$ cat src/rtl/jogador_automatico.sv
// jogador_automatico: automatic memory-game player; records the LEDs shown each round and replays them on botoes.
// Optional JOGADOR_ERRO_EN: the last press of round ERRO_RODADA drives the complement of the stored entry.
module jogador_automatico #(
   parameter int MAX_JOGADAS = 16,
   parameter int T_PRESS     = 7,
   parameter int T_GAP       = 7,
   parameter int T_JOGAR     = 2,
   parameter int ERRO_RODADA = 3
) (
   input  logic                             clock,
   input  logic                             reset,
   input  logic                             iniciar,
   input  logic [3:0]                       leds,
   input  logic                             espera,
   input  logic                             ganhou,
   input  logic                             perdeu,
   input  logic                             timeout,
   output logic                             jogar,
   output logic [3:0]                       botoes,
   output logic                             fim,
   output logic [1:0]                       resultado,
   output logic                             erro_captura,
   output logic [2:0]                       db_estado,
   output logic [$clog2(MAX_JOGADAS+1)-1:0] db_tamanho
);
   localparam int CW   = $clog2(MAX_JOGADAS + 1);
   localparam int IW   = (MAX_JOGADAS > 1) ? $clog2(MAX_JOGADAS) : 1;
   localparam int TMAX = (T_PRESS > T_GAP) ? ((T_PRESS > T_JOGAR) ? T_PRESS : T_JOGAR)
                                           : ((T_GAP > T_JOGAR) ? T_GAP : T_JOGAR);
   localparam int TW   = $clog2(TMAX + 1);
   localparam int RW   = 8;
`ifdef JOGADOR_ERRO_EN
   localparam bit ERRO_EN = 1'b1;
`else
   localparam bit ERRO_EN = 1'b0;
`endif

   typedef enum logic [2:0] {
      OCIOSO    = 3'b000,
      INICIA    = 3'b001,
      ESCUTA    = 3'b010,
      APAGAR    = 3'b011,
      PRESSIONA = 3'b100,
      SOLTA     = 3'b101,
      FIM       = 3'b110
   } estado_t;

   estado_t       estado_q, estado_d;
   logic [CW-1:0] count_q, count_d, idx_q, idx_d;
   logic [TW-1:0] tmr_q, tmr_d;
   logic [RW-1:0] rodada_q, rodada_d;
   logic [3:0]    botoes_q, botoes_d;
   logic [1:0]    res_q, res_d;
   logic          erro_q, erro_d, armado_q, armado_d;
   logic [3:0]    buf_q [MAX_JOGADAS];
   logic          wr_en, carrega, fim_jogo, inj;
   logic [3:0]    press_val;

   always_ff @(posedge clock or posedge reset) begin
      if (reset) begin
         estado_q <= OCIOSO;
         count_q  <= '0;
         idx_q    <= '0;
         tmr_q    <= '0;
         rodada_q <= '0;
         botoes_q <= '0;
         res_q    <= '0;
         erro_q   <= 1'b0;
         armado_q <= 1'b0;
      end else begin
         estado_q <= estado_d;
         count_q  <= count_d;
         idx_q    <= idx_d;
         tmr_q    <= tmr_d;
         rodada_q <= rodada_d;
         botoes_q <= botoes_d;
         res_q    <= res_d;
         erro_q   <= erro_d;
         armado_q <= armado_d;
      end
   end

   // Buffer contents are never read before being rewritten, so no reset is needed.
   always_ff @(posedge clock) begin
      if (wr_en) buf_q[count_q[IW-1:0]] <= leds;
   end

   always_comb begin
      estado_d = estado_q;
      count_d  = count_q;
      idx_d    = idx_q;
      tmr_d    = tmr_q + TW'(1);
      rodada_d = rodada_q;
      botoes_d = botoes_q;
      res_d    = res_q;
      erro_d   = erro_q;
      armado_d = armado_q;
      wr_en    = 1'b0;
      carrega  = 1'b0;
      fim_jogo = (ganhou | perdeu | timeout) && estado_q != OCIOSO && estado_q != FIM;
      if (fim_jogo) begin
         estado_d = FIM;
         botoes_d = '0;
         res_d    = ganhou ? 2'b01 : perdeu ? 2'b10 : 2'b11;
         armado_d = 1'b0;
      end else begin
         case (estado_q)
            OCIOSO: begin
               count_d  = '0;
               rodada_d = '0;
               res_d    = '0;
               tmr_d    = '0;
               if (iniciar) estado_d = INICIA;
            end
            INICIA: if (tmr_q == TW'(T_JOGAR - 1)) estado_d = ESCUTA;
            ESCUTA: begin
               if (leds != 4'd0) begin
                  wr_en    = count_q != CW'(MAX_JOGADAS);
                  erro_d   = erro_q | ~wr_en | (|(leds & (leds - 4'd1)));
                  estado_d = APAGAR;
               end else if (espera && count_q != '0) begin
                  idx_d    = '0;
                  rodada_d = rodada_q + RW'(1);
                  tmr_d    = '0;
                  carrega  = 1'b1;
                  estado_d = PRESSIONA;
               end
            end
            APAGAR: begin
               if (leds == 4'd0) begin
                  count_d  = count_q + CW'(count_q != CW'(MAX_JOGADAS));
                  estado_d = ESCUTA;
               end
            end
            PRESSIONA: begin
               if (tmr_q == TW'(T_PRESS - 1)) begin
                  tmr_d    = '0;
                  botoes_d = '0;
                  estado_d = SOLTA;
               end
            end
            SOLTA: begin
               if (tmr_q == TW'(T_GAP - 1)) begin
                  tmr_d = '0;
                  if (idx_q == count_q - CW'(1)) begin
                     count_d  = '0;
                     estado_d = ESCUTA;
                  end else begin
                     idx_d    = idx_q + CW'(1);
                     carrega  = 1'b1;
                     estado_d = PRESSIONA;
                  end
               end
            end
            FIM: begin
               // A fresh rising iniciar is required to leave, so a held-high request cannot restart.
               armado_d = armado_q | ~iniciar;
               if (armado_q && iniciar) estado_d = OCIOSO;
            end
            default: estado_d = OCIOSO;
         endcase
      end
      press_val = buf_q[idx_d[IW-1:0]];
      inj       = ERRO_EN && rodada_d == RW'(ERRO_RODADA) && idx_d == count_q - CW'(1);
      botoes_d  = carrega ? (inj ? ~press_val : press_val) : botoes_d;
   end

   always_comb begin
      jogar        = estado_q == INICIA;
      fim          = estado_q == FIM;
      botoes       = botoes_q;
      resultado    = res_q;
      erro_captura = erro_q;
      db_estado    = estado_q;
      db_tamanho   = count_q;
   end
endmodule

$ cat config.mk
export PLATFORM = sky130hd
export DESIGN_NAME = jogador_automatico
export DESIGN_NICKNAME = d
export VERILOG_FILES = /design/src/rtl/jogador_automatico.sv
export SDC_FILE = /design/constraint.sdc
export NUM_CORES = 1
export LEC_CHECK = 0
export CORE_ASPECT_RATIO = 1.4
export CORE_MARGIN = 2
export CORE_UTILIZATION = 57
export CTS_CLUSTER_SIZE = 10
export DETAILED_ROUTE_END_ITERATION = 8
export HOLD_SLACK_MARGIN = 0.08
export PLACE_DENSITY = 0.82
export SETUP_SLACK_MARGIN = 0.1
export SYNTH_ARGS = -nofsm -noshare
export SYNTH_HDL_FRONTEND = slang
export SYNTH_SLANG_ARGS = --single-unit
export TNS_END_PERCENT = 50
$ cat constraint.sdc
create_clock -name clock -period 6.4 [get_ports clock]
set_input_delay 1.6 -clock clock [delete_from_list [all_inputs] [get_ports clock]]
set_output_delay 1.6 -clock clock [all_outputs]
set_load 0.005 [all_outputs]
==> results of run 1 <==
==> final cells by class <==
cell class	instances	area [um^2]	share of cell area
multi-input cells	250	1690	0.343
well taps	97	121	0.0246
inverters	17	63.8	0.0129
flip-flops and latches	88	2520	0.512
clock buffers	12	155	0.0315
clock inverters	4	77.6	0.0157
repair buffers	31	300	0.0609
==> final timing paths <==
kind	slack, ns	to	startpoint
min in group asynchronous	1.74	db_tamanho[2]$_DFFE_PP0P_	reset
max	1.67	botoes[1]$_DFFE_PP0P_	leds[0]
max reg2reg	2.72	botoes[1]$_DFFE_PP0P_	db_tamanho[0]$_DFFE_PP0P_
min reg2reg	0.48	erro_captura$_DFFE_PP0P_	erro_captura$_DFFE_PP0P_
max in group asynchronous	4.08	botoes[2]$_DFFE_PP0P_	reset
min	0.48	erro_captura$_DFFE_PP0P_	erro_captura$_DFFE_PP0P_
==> where the power goes <==
| part | internal (mW) | switching [mW] |
|---|---|---|
| combinational | 0.176 | 0.227 |
| clock | 0.243 | 0.194 |
| sequential | 0.651 | 0.0659 |
==> synth_stat cells, types with 2 or more instances <==
cell	instances
a21o_1	2
a21oi_1	7
a22oi_1	10
a2bb2oi_1	2
a31oi_1	3
and2_1	3
and3_1	3
buf_4	5
buf_6	4
clkbuf_1	6
dfrtp_1	24
edfxtp_1	64
ha_1	10
inv_1	16
mux2_2	6
mux2i_1	28
nand2_1	33
nand2b_1	4
nand3_1	12
nand3b_1	2
nor2_1	43
nor2b_1	6
nor3_1	5
nor3_2	2
o2111ai_1	6
o211ai_1	2
o21ai_0	17
o22ai_1	3
o31ai_1	5
o32ai_1	2
or3_1	2
xnor2_1	4
xor2_1	3
==> registers in the layout (all words and copies together) (netlist names) <==
signal,count
db_estado,3
botoes,4
db_tamanho,5
tmr_q,3
resultado,2
erro_captura,1
armado_q,1
buf_q,64
idx_q,5
==> critical path: cells and delay by family <==
kind / cells / cell delay [ns]
muxes: 1 / 0.41
AOI/OAI and AO/OA: 4 / 0.74
and+or+nand+nor: 3 / 0.92
buffers and inverters: 2 / 1.29
==> logic make-up after synthesis <==
group / share of synthesized area
AO/OA/AOI/OAI: 0.122
XOR/XNOR: 0.0140
adder cells (fa/ha/maj): 0.0308
buffers and inverters: 0.0386
flip-flops: 0.576
multiplexers: 0.0794
AND/OR/NAND/NOR: 0.139
==> routing by layer <==
metal / wire length (um) / GRT usage / vias up
met1: 3760 / 0.272 / 1411
met4: 353 / 0.128 / 0
met3: 424 / 0.0478 / 23
met5: 0 / 0 / -
li1: - / - / 1416
met2: 4740 / 0.416 / 106
==> stage by stage <==
stage                util  hold WS, ns
global route        0.666        0.490
detailed placement  0.634        0.465
CTS                 0.666        0.479
global placement    0.634        0.450
floorplan               -        0.451
finish              0.666        0.481
==> results.cfg, run 1 <==
[clocking]
cts_sinks = 88
cts_tree = done
htree_num_levels = 3
clk_pin_slew_ns = 0.09
cts_resized = 0
cts_made_buffers = 9
insertion_delay_ns = 0.36
cts_setup_buffers = 0
cts_max_path_buffers = 2
ctsHoldBuffers = 0
clockRootBuffer = clkbuf_8

[yosys]
yosys_warnings = 0
syn_inst = 370
synth_top_area_frac = 0.439
yosys-top-cells-area = edfxtp_1 (44%), dfrtp_1 (14%), mux2i_1 (6.4%)
ys_ff_latch = 88
synth_area_um2 = 4380
synth_edf_count = 64
ys.flop_type = edfxtp_1
ys_seq_area_frac = 0.576
async_reset_ff_frac = 0.273
yosysTopAreaCell = edfxtp_1
syn-num-nets = 391
synth_cell_types = 59
avgSynthCellArea_um2 = 11.8

[setup_path]
crit_path_frequent_cell = nand3_1
worstPathMaxFanout = 33
worst_r2r_path_depth = 10
slowest_stage = clkdlybuf4s50_1
path_class = input pin to flop
endpoint_kind = flop
cpPeakStageDelay_ns = 0.82
cp-start-kind = input pin
path_cells = clkdlybuf4s50_1 > nor4_4 > nand3_1 > o21ai_0 > a21oi_1 > a31oi_4 > buf_4 > mux2_2 > o2111ai_1 > nand3_1
worstPathArrival_ns = 4.97
required_ns = 6.64

[placement]
place_ws_ns = 1.35
dp_cells = 483
dpl-instance-area_um2 = 4700
numPortBuffers = 27
gp_congestion = 0.955
hpwl_um = 6480

[die]
die_h_um = 108
die-area_um2 = 8410
start_util = 0.591
std_cell_rows = 37
boundaryPins = 28
coreArea_um2 = 7410
die_w_um = 78.1

[routing]
via_per_inst = 5.92
vias = 2956
drc = 0
wl_per_cell_um = 18.6
drtPass1Iterations = 5
dr.first_iter.drc_count = 209
ant_nets = 0
totalWireLength_um = 9270

[timing]
hold_viol_final = 0
fmax_mhz = 211
period_share = 0.740
worst_pin_slew_ns = 0.942
fin_tns_setup_ns = 0
setup_slack_ns = 1.67
final-setup-viol-count = 0
fin_skew_ns = 0.0141
slew_viol_final = 0
slew-limit-headroom = 0.371
fin_crit_ns = 4.73
rsz0062_at_grt = false

[power_and_ir_drop]
p_total_mw = 1.56
power_density_nw_per_um2 = 316
vdd_drop_max_uv = 230
total_leakage_power_nw = 1.96

[run]
cap_violations = 0

[finish]
n_antenna_cell = 0
area_delta_synth_final_pct = 12.5
mostFrequentLayoutCells = edfxtp_1 (64), nor2_1 (43), nand2_1 (33), mux2i_1 (28), clkdlybuf4s50_1 (27)
stdcell_count = 499
finalNetCount = 418
stdcell_area_um2 = 4930
drive_above_1_share = 0.0896
fillers = 533
layout_commonest_cell = edfxtp_1

[global_route]
grt-ovfl-total = 0
grt_max_degree = 34
grt_pass1_vias = 2996
antenna_found_initial = 0
grt_pass1_wl_um = 15000
track_usage = 0.238

[outcome]
outcome = complete, no violations

[worst_hold_path]
holdPathStages = 1
hold_class = flop to flop
Power figures use the tool's default switching activity.
==> run 2: changes to the inputs <==
- clock period: 6.4 -> 4.82 ns (I/O delays scaled with it)
==> run 2 against run 1 <==
Against the previous run:
- largest cell class unchanged
- clock skew decreased by 0.0043 ns
- global-route usage increased by 0.058 points
- clock power increased by 17%
- via count increased by 3.3%
- hold slack got worse by 0.0091 ns
- worst setup slack got worse by 0.64 ns
- sequential power increased by 33%
- core utilization decreased by 0.085 points
- combinational power increased by 33%
==> results.cfg, run 2 (synthesized netlist as in run 1, its figures left out) <==
[placement]
dpl-instance-area_um2 = 4720
numPortBuffers = 27
place_ws_ns = 0.712
dp_cells = 485
hpwl_um = 6680
gp_congestion = 0.862

[routing]
route.met2.wl_um = 4960
ant_nets = 0
via_per_inst = 6.09
wl_met3_um = 370
wl_per_cell_um = 18.7
drc = 0
totalWireLength_um = 9370
m1WireLength_um = 3670
vias = 3053
routed.top_layer = met4
dr.first_iter.drc_count = 219
drtPass1Iterations = 5

[global_route]
grt_pass1_wl_um = 14900
grt_pass1_vias = 3007
track_usage = 0.238
grt_max_degree = 34
grt-ovfl-total = 0
antenna_found_initial = 0

[timing]
rsz0062_at_grt = false
period_share = 0.787
slew-limit-headroom = 0.368
hold_viol_final = 0
fmax_mhz = 264
fin_crit_ns = 3.79
setup_slack_ns = 1.03
final-setup-viol-count = 0
fin_tns_setup_ns = 0
worst_pin_slew_ns = 0.947
fin_skew_ns = 0.00978
slew_viol_final = 0

[clocking]
cts_sinks = 88
cts_tree = done
clk_pin_slew_ns = 0.09
insertion_delay_ns = 0.36
cts_resized = 0
htree_num_levels = 3
clockRootBuffer = clkbuf_8
cts_max_path_buffers = 2
cts_setup_buffers = 0
ctsHoldBuffers = 0
cts_made_buffers = 9

[setup_path]
path_class = input pin to flop
worstPathArrival_ns = 4.03
cp-start-kind = input pin
r2r_slack_ns = 1.36
critPathLaunch = perdeu
required_ns = 5.06
worst_r2r_path_depth = 11
r2r_start = db_tamanho[0]$_DFFE_PP0P_
crit_path_end = botoes[3]$_DFFE_PP0P_
endpoint_kind = flop
worstPathMaxFanout = 33
reg2reg_to = botoes[3]$_DFFE_PP0P_

[finish]
drive_above_1_share = 0.0941
finalNetCount = 420
largest_register_ff_count = 64
n_antenna_cell = 0
stdcell_area_um2 = 4920
stdcell_count = 501
area_delta_synth_final_pct = 12.4
mostFrequentLayoutCells = edfxtp_1 (64), nor2_1 (43), nand2_1 (33), mux2i_1 (28), clkdlybuf4s50_1 (27)
layout_commonest_cell = edfxtp_1

[power_and_ir_drop]
vdd_drop_max_uv = 231
switching_share = 0.322
seqPwrFrac = 0.477
p_total_mw = 2.00
internal_power_mw = 1.36
power_density_nw_per_um2 = 406
total_leakage_power_nw = 1.97
p_comb_frac = 0.269
clock_power_share = 0.255
p_switching_mw = 0.645

[die]
boundaryPins = 28
die_h_um = 108
die_w_um = 78.1
start_util = 0.591
std_cell_rows = 37
die-area_um2 = 8410
coreArea_um2 = 7410

[run]
cap_violations = 0

[outcome]
outcome = complete, no violations

[worst_hold_path]
hold_class = flop to flop
==> run 2: changes by cell type in the layout (fill, tap and decap cells not counted) <==
cell / delta
clkinv_2: +2
buf_12: +1
bufinv_16: -1
buf_4: +1
clkbuf_8: -1
==> run 2: how the worst min path moves through the flow <==
| stage | startpoint | to | slack, ns | depth (start not counted) |
|---|---|---|---|---|
| 6_report | erro_captura$_DFFE_PP0P_ | erro_captura$_DFFE_PP0P_ | 0.47 | 1 |
| 5_1_grt | erro_captura$_DFFE_PP0P_ | erro_captura$_DFFE_PP0P_ | 0.50 | 1 |
| 4_1_cts | erro_captura$_DFFE_PP0P_ | erro_captura$_DFFE_PP0P_ | 0.47 | 1 |
| 3_5_place_dp | erro_captura$_DFFE_PP0P_ | erro_captura$_DFFE_PP0P_ | 0.45 | 1 |
| 3_3_place_gp | erro_captura$_DFFE_PP0P_ | erro_captura$_DFFE_PP0P_ | 0.45 | 1 |
| 2_1_floorplan | erro_captura$_DFFE_PP0P_ | erro_captura$_DFFE_PP0P_ | 0.45 | 1 |
==> run 2: power by group through the flow <==
stage                     Combinational, mW  Clock (mW)  Sequential [mW]
after floorplan                       0.383           0            0.928
after global placement                0.517           0            0.964
after detailed placement              0.532           0            0.967
after CTS                             0.535       0.517            0.950
after global routing                  0.591       0.550            0.962
final                                 0.537       0.510            0.953
==> run 2: layer usage <==
metal	vias to the layer above	track usage
met5	-	0
met4	0	0.155
met3	27	0.0336
met2	109	0.419
met1	1491	0.268
li1	1426	-
==> run 2: final cells by class <==
| class | instances | area [um^2] |
|---|---|---|
| tap | 97 | 121 |
| sequential | 88 | 2520 |
| timing repair buffer | 33 | 328 |
| inverter | 17 | 63.8 |
| clock buffer | 11 | 141 |
| multi-input combinational | 250 | 1690 |
| clock inverter | 5 | 57.6 |
| fill | 567 | 2480 |
==> run 2: worst max-delay path, stage by stage <==
cell and delay (ns):
clkdlybuf4s50_1 0.48, nor3_2 0.21, buf_4 0.21, nand3_1 0.26
nor2_2 0.30, a21oi_1 0.15, a31oi_4 0.23, buf_12 0.25
mux2_2 0.38, a2bb2oi_1 0.14, nand3_1 0.13, nand3_1 0.09
==> run 2: stage by stage <==
step                hold WS [ns]  utilization
detailed placement         0.451        0.638
floorplan                  0.451            -
finish                     0.472        0.665
global route               0.495        0.665
global placement           0.449        0.638
CTS                        0.472        0.665
